## config.mk

```make
export PLATFORM = sky130hd
export DESIGN_NAME = zbb_count_unit
export DESIGN_NICKNAME = d
export VERILOG_FILES = /design/src/rtl/zbb_pkg.sv /design/src/rtl/clz_encoder.sv /design/src/rtl/zbb_count_unit_popcount8.sv /design/src/rtl/zbb_count_unit.sv
export SDC_FILE = /design/constraint.sdc
export NUM_CORES = 1
export LEC_CHECK = 0
export BUFFER_PORTS_ARGS = -buffer_cell sky130_fd_sc_hd__buf_4
export CORE_MARGIN = 5
export CORE_UTILIZATION = 43
export CTS_BUF_LIST = sky130_fd_sc_hd__clkbuf_8
export DETAILED_ROUTE_END_ITERATION = 8
export PLACE_DENSITY_LB_ADDON = 0.12
export SLEW_MARGIN = 0
export SYNTH_ARGS = -nofsm -noshare
export SYNTH_HDL_FRONTEND = slang
export SYNTH_SLANG_ARGS = --single-unit
```

## constraint.sdc

```tcl
create_clock -name clk -period 5.5 [get_ports clk]
set_input_delay 1.1 -clock clk [delete_from_list [all_inputs] [get_ports clk]]
set_output_delay 1.1 -clock clk [all_outputs]
set_load 0.005 [all_outputs]
```

## src/rtl/zbb_pkg.sv

```systemverilog
// Shared encodings for the Zbb counting unit (CLZ/CTZ/CPOP).
// Optional build macro: ZBB_CPOP_SINGLE_CYCLE_EN.
package zbb_pkg;

  localparam int XLEN       = 32;
  localparam int COUNT_W    = 6;
  localparam int CPOP_CHUNK = 8;
  localparam int CHUNKS     = XLEN / CPOP_CHUNK;

  localparam logic [1:0] OP_CLZ  = 2'd0;
  localparam logic [1:0] OP_CTZ  = 2'd1;
  localparam logic [1:0] OP_CPOP = 2'd2;
  localparam logic [1:0] OP_RSVD = 2'd3;

  localparam logic [1:0] S_IDLE = 2'd0;
  localparam logic [1:0] S_ENC  = 2'd1;
  localparam logic [1:0] S_CPOP = 2'd2;
  localparam logic [1:0] S_DONE = 2'd3;

endpackage

```

## src/rtl/clz_encoder.sv

```systemverilog
// Leading-zero count of a 32-bit word; all-zero input yields 32.
// Highest set bit wins because later loop iterations overwrite earlier ones.
module clz_encoder
  import zbb_pkg::*;
(
  input  logic [XLEN-1:0]    operand,
  output logic [COUNT_W-1:0] count
);

  always_comb begin
    count = COUNT_W'(XLEN);
    for (int i = 0; i < XLEN; i++) begin
      if (operand[i]) count = COUNT_W'(XLEN - 1 - i);
    end
  end

endmodule

```

## src/rtl/zbb_count_unit_popcount8.sv

```systemverilog
// Combinational population count of one 8-bit chunk.
module popcount8 (
  input  logic [7:0] bits,
  output logic [3:0] count
);

  always_comb begin
    count = 4'd0;
    for (int i = 0; i < 8; i++) begin
      count = count + {3'd0, bits[i]};
    end
  end

endmodule

```

## src/rtl/zbb_count_unit.sv

```systemverilog
// Multi-cycle CLZ/CTZ/CPOP execute unit with valid/ready on both sides.
// ZBB_CPOP_SINGLE_CYCLE_EN selects a one-cycle CPOP adder tree.
module zbb_count_unit
  import zbb_pkg::*;
(
  input  logic            clk,
  input  logic            reset,
  input  logic            flush,
  input  logic            in_valid,
  output logic            in_ready,
  input  logic [1:0]      in_op,
  input  logic [XLEN-1:0] in_rs1,
  input  logic [4:0]      in_rd,
  output logic            out_valid,
  input  logic            out_ready,
  output logic [XLEN-1:0] out_result,
  output logic [4:0]      out_rd
);

  logic [1:0]         state;
  logic [1:0]         op;
  logic [XLEN-1:0]    rs1;
  logic [4:0]         rd;
  logic [XLEN-1:0]    result;
  logic [XLEN-1:0]    rev;
  logic [XLEN-1:0]    enc_in;
  logic [COUNT_W-1:0] enc;

  always_comb begin
    rev = '0;
    for (int i = 0; i < XLEN; i++) begin
      rev[i] = rs1[XLEN-1-i];
    end
  end

  // CTZ is CLZ of the bit-reversed operand
  assign enc_in = (op == OP_CTZ) ? rev : rs1;

  clz_encoder u_clz (
    .operand (enc_in),
    .count   (enc)
  );

`ifdef ZBB_CPOP_SINGLE_CYCLE_EN
  logic [3:0]         pc [CHUNKS];
  logic [COUNT_W-1:0] cpop;

  for (genvar g = 0; g < CHUNKS; g++) begin : g_pc
    popcount8 u_pc (
      .bits  (rs1[g*CPOP_CHUNK +: CPOP_CHUNK]),
      .count (pc[g])
    );
  end

  always_comb begin
    cpop = '0;
    for (int i = 0; i < CHUNKS; i++) begin
      cpop = cpop + {2'd0, pc[i]};
    end
  end
`else
  logic [COUNT_W-1:0] acc;
  logic [1:0]         cnt;
  logic [3:0]         pc;
  logic [COUNT_W-1:0] acc_next;

  popcount8 u_pc (
    .bits  (rs1[{cnt, 3'b000} +: CPOP_CHUNK]),
    .count (pc)
  );

  assign acc_next = acc + {2'd0, pc};
`endif

  always_ff @(posedge clk) begin
    if (reset) begin
      state  <= S_IDLE;
      op     <= '0;
      rs1    <= '0;
      rd     <= '0;
      result <= '0;
`ifndef ZBB_CPOP_SINGLE_CYCLE_EN
      acc    <= '0;
      cnt    <= '0;
`endif
    end else if (flush) begin
      state <= S_IDLE;
    end else begin
      case (state)
        S_IDLE: begin
          if (in_valid) begin
            op  <= in_op;
            rs1 <= in_rs1;
            rd  <= in_rd;
            case (in_op)
              OP_CLZ, OP_CTZ: state <= S_ENC;
`ifdef ZBB_CPOP_SINGLE_CYCLE_EN
              OP_CPOP: state <= S_ENC;
`else
              OP_CPOP: begin
                state <= S_CPOP;
                acc   <= '0;
                cnt   <= '0;
              end
`endif
              default: begin
                state  <= S_DONE;
                result <= '0;
              end
            endcase
          end
        end
        S_ENC: begin
`ifdef ZBB_CPOP_SINGLE_CYCLE_EN
          if (op == OP_CPOP) result <= XLEN'(cpop);
          else               result <= XLEN'(enc);
`else
          result <= XLEN'(enc);
`endif
          state <= S_DONE;
        end
`ifndef ZBB_CPOP_SINGLE_CYCLE_EN
        S_CPOP: begin
          acc <= acc_next;
          cnt <= cnt + 2'd1;
          if (cnt == 2'(CHUNKS - 1)) begin
            result <= XLEN'(acc_next);
            state  <= S_DONE;
          end
        end
`endif
        S_DONE: begin
          if (out_ready) state <= S_IDLE;
        end
        default: state <= S_IDLE;
      endcase
    end
  end

  assign in_ready   = (state == S_IDLE);
  assign out_valid  = (state == S_DONE);
  assign out_result = result;
  assign out_rd     = rd;

endmodule
```

# == Word level (Yosys, flattened, before mapping) ==
# Cells that the tools add are included.
# word_totals
out_inout_bits,39
ff_bits,81
in_bits,44
# classes
shift,1
n_reduce_logical,11
n_bitwise,1
n_addsub,9
n_mux,48
eq_ne,12
# ops
cell,count
$mux 6,34
$mux 32,4
$pmux 32 s3,1
$shiftx 32x6->8,1
$add 4x1->4,6
$pmux 6 s2,1
$mux 2,5
$eq 2x2->1 const B,4
$pmux 2 s2,2
$pmux 2 s4,1
$add 6x4->6,1
$eq 2x1->1 const B,3
$ne 2x2->1 const B,3
$reduce_and 3->1,2
$reduce_and 5->1,1
$logic_not 2->1,2
$ne 2x1->1 const B,2
$reduce_and 4->1,1
$reduce_or 2->1,2
$reduce_bool 3->1,1
$reduce_or 3->1,1
$add 1x1->2,1
$add 2x1->2 const B,1
$reduce_bool 2->1,1
$not 1->1,1

# == Depth between registers and ports, before layout ==
# logic_depth
ltp_word,35
depth_mapped,17

# == By module ==
# Synthesis repeated with hierarchy kept, for this count alone.
# hier_totals
hier_cells,527
hier_area_um2,3791.1
# modules_own_cells
module,cells_each,seq_area_each_um2,n_inst,area_per_inst_um2
zbb_count_unit,438,1101.1,1,3233.1
clz_encoder,65,0.0,1,367.9
popcount8,24,0.0,1,190.2

# == Worst setup path after synthesis ==
# Ideal clock, no wire load.
# synth_timing
path_type,reg2reg
from,reg cnt[0]
to,reg result[5] (netlist: out_result[5])
arrival_ns,5.002
setup_slack_ns,0.363
stages_incl_launch_ff,17
setup_ns,0.135
period_less_slack_ns,5.137
required_ns,5.365
n_path_buf,1
path_cell_list,dfxtp_1 -> clkbuf_1 -> mux4_2 -> ha_1 -> fa_1 -> fa_1 -> inv_1 -> fa_1 -> fa_1 -> inv_1 -> ha_1 -> a21o_1 -> a221o_1 -> xor2_1 -> and2_1 -> a21oi_1 -> a221oi_2
# synth_via
elab_chain_cells,11
# synth_rtl
item,line_no,rtl
from (decl),zbb_count_unit.sv:63,logic [1:0] cnt;
from (signal assigned),zbb_count_unit.sv:125,cnt <= cnt + 2'd1;
$shiftx 32x6->8,zbb_count_unit.sv:68,".bits (rs1[{cnt, 3'b000} +: CPOP_CHUNK]),"
$add 1x1->2,zbb_count_unit_popcount8.sv:10,"count = count + {3'd0, bits[i]};"
$add 4x1->4 (6 in a row),zbb_count_unit_popcount8.sv:10,
$add 6x4->6,zbb_count_unit.sv:72,"assign acc_next = acc + {2'd0, pc};"
$mux 32,zbb_count_unit.sv:126,if (cnt == 2'(CHUNKS - 1)) begin
$pmux 32 s3,zbb_count_unit.sv:89,case (state)
to (signal assigned),zbb_count_unit.sv:118,result <= XLEN'(enc);
to (signal assigned),zbb_count_unit.sv:127,result <= XLEN'(acc_next);
to (decl),zbb_count_unit.sv:24,logic [XLEN-1:0] result;
# Parallel ways exist; a longest one is shown, timed or not. The select of a mux whose other input is x is not followed.
# A chain may end at the register's enable or synchronous reset.

# == Worst setup path in the final report ==
# layout_timing
from,reg cnt[1]
to,reg result[5] (netlist: out_result[5])
# Same word-level chain as after synthesis.

==> key figures <==
Route
  • Initial DRC count: 226
  • TritonRoute pass-1 iters: 4
  • Final WL: 9810 um
  • DRC: 0
  • Avg WL per Cell: 15.6 um
  • Routed vias/inst: 5.36
  • Total number of vias: 3380
  • Detail Route Antenna Nets: 0

Worst hold path
  • WHS Path Cells: 2
  • Hold Path Class: reg -> reg

Placement
  • Post-DP HPWL: 7440 um
  • IO buf count: 56
  • DP Worst Slack: 608 ps
  • Final Wtd Congestion: 0.938

Synth
  • Syn Inst Count: 479
  • YS warnings: 0
  • EDFF count, synth: 0
  • Sequential area share after synthesis: 29.2%
  • Commonest register cell after synthesis: dfxtp_1
  • Asr flop ratio synth: 0%
  • Synth cell types: 57
  • Seq cells post-synth: 55
  • Synthesized area: 3770 um2
  • Synthesized area per cell: 7.87 um2

Worst setup path
  • Critical path data required time: 5670 ps
  • Reg2reg path depth: 15
  • Crit-path max FO: 10
  • Critical Path, Cell by Cell: mux4_2, ha_1, fa_1, fa_1, inv_1, fa_1, fa_1, xnor2_1, ha_1, and3_1, a221o_1, xor2_1, and2_1, a21oi_1, a221oi_2
  • Delay-heaviest family, CP: adder cells
  • CP max stage delay: 590 ps
  • Crit path depth: 15
  • Setup crit start kind: flip-flop
  • CP Buf/Inv Count: 1
  • Top cell by count, worst path: fa_1
  • Critical Path AT: 5070 ps
  • Slowest-stage cell, CP: dfxtp_1
  • Critical path class: reg -> reg
  • CP Capture Type: flip-flop

Clock tree
  • Num Clock Sinks: 55
  • Longest Clk Path Bufs: 2
  • Post-CTS Repair Setup Buffers: 0
  • # hold bufs at CTS: 0
  • H-tree depth: 2
  • CTS tree: built
  • CTS buffer count: 5
  • Clk slew on worst S/H paths: 110 ps
  • Clk_lat worst skew: 310 ps
  • Cts repair resizes: 0
  • CTS root buf: clkbuf_8

Power
  • Pwr dens: 223 nW/um2
  • LEAKAGE: 1.69 nW
  • IR drop worst, VDD: 0.115 mV

Global route
  • Global-route wire length before repair: 16100 um
  • Largest net degree at the start of global routing: 57
  • GRT Overall Usage: 17.6%
  • Initial antenna violation count: 0
  • Gr ovfl total: 0
  • Vias in the first global route: 3227

Status
  • Outcome: finished, final reports clean

Timing
  • Worst slew pin tran: 1310 ps
  • Final min period: 4890 ps
  • Fmax: 0.204 GHz
  • Final setup viols: 0
  • Setup Skew: 8.66 ps
  • Final period util: 89.0%
  • RSZ-0062 raised after global routing: false
  • Total Neg Setup Slack: 0 ps
  • Final hold viol count: 0
  • Max_slew headroom: 12.6%
  • Final slew viol count: 0
  • Post-route setup slack: 606 ps

Floorplan
  • Core Box Area: 8640 um2
  • Die area: 10700 um2
  • Row count: 34
  • Initial Util: 43.7%
  • I/O pin cnt: 83
  • Die width: 104 um
  • Die Height: 104 um

Run
  • MaxCap Viol Count: 0

Finish
  • Most frequent cells in the layout: nand2_1 (95), a21oi_1 (63), buf_4 (60), dfxtp_1 (55), nor2_1 (35)
  • Fill cells: 903
  • Area of the multi-input gates: 2370 um2
  • Most common cell after layout, fill and taps aside: nand2_1
  • ANT cells: 0
  • Nets: 584
  • Share of cells above drive strength 1: 17.0%
  • Area growth syn-to-layout: 12.6%
  • Register Area: 1100 um2
## registers in the layout, summed over array words and instances (netlist names)
name,cells
cnt,2
out_rd,5
state,2
op,2
rs1,32
out_result,6
acc,6
## layer usage
| metal | track usage, % | part of all wire [%] |
|---|---|---|
| met4 | 3.42 | 1.4 |
| met1 | 23.3 | 45 |
| met3 | 2.99 | 5.8 |
| met5 | 0 | 0 |
| met2 | 30.3 | 48 |
## metrics by stage
| step | hold WS [ps] | area [um2] | power (mW) | std cells | utilization (%) |
|---|---|---|---|---|---|
| after floorplan | 453 | 3860 | 0.616 | 504 | - |
| after global placement | 443 | 4140 | 0.676 | 623 | 47.9 |
| after detailed placement | 451 | 4140 | 0.678 | 623 | 47.9 |
| after CTS | 467 | 4250 | 0.956 | 631 | 49.2 |
| after global routing | 493 | 4250 | 1.01 | 631 | 49.2 |
| final | 463 | 4250 | 0.948 | 631 | 49.2 |
## synthesized netlist by cell type (4+ instances only)
master / instances / area share, %
or3_1: 4 / 0.66
nor2b_1: 13 / 2.2
dfxtp_1: 55 / 29
nand2b_1: 7 / 1.2
o211ai_1: 4 / 0.80
mux2_2: 7 / 2.1
o21ai_0: 10 / 1.3
ha_1: 13 / 4.3
a21oi_1: 63 / 8.4
mux2i_1: 16 / 4.2
nor3_1: 15 / 2.0
nand3_1: 6 / 0.80
clkbuf_1: 16 / 1.6
nor2_1: 36 / 3.6
mux4_2: 8 / 4.8
nand2_1: 95 / 9.5
fa_1: 5 / 2.7
inv_1: 20 / 2.0
a31oi_1: 5 / 0.83
a211oi_1: 4 / 0.80
buf_4: 27 / 5.4
## path summary, 6_finish.rpt
| kind | from | endpoint | slack [ps] |
|---|---|---|---|
| worst max-delay path | cnt[1] | out_result[5] | 610 |
| worst min-delay path | out_rd[1] | out_rd[1] | 460 |
| worst max register to register | cnt[1] | out_result[5] | 610 |
| worst min register to register | out_rd[1] | out_rd[1] | 460 |
## cells by family (layout without fill, tap and decap cells)
kind of cell	Yosys count	count (layout)	synth area share [%]
simple gates	194	194	23.5
compound gates	107	107	17.8
buf+inv	69	88	10.4
flops	55	55	29.2
mux	31	31	11.1
fa+ha+maj	18	18	6.97
xor+xnor	4	4	0.929
other cells	1	26	0.0994
## report_power, final
part | internal [mW] | total (mW) | switching, mW
combinational | 0.103 | 0.230 | 0.128
clock | 0.136 | 0.277 | 0.141
sequential | 0.415 | 0.440 | 0.0250
## tightest hold or removal path: cells and delay by family, from the launching register on
kind               cells  cell delay, ps
DFF                    1             330
and+or+nand+nor        1              50
AOI/OAI and AO/OA      1              50
## final cells by class
cell class	count	area share (%)
clock buffers	5	1.62
clock inverters	3	1.00
inverters	20	1.77
multi-input cells	380	55.9
flip-flops and latches	55	25.9
well taps	108	3.18
repair buffers	60	10.6
Power figures use the tool's default switching activity.
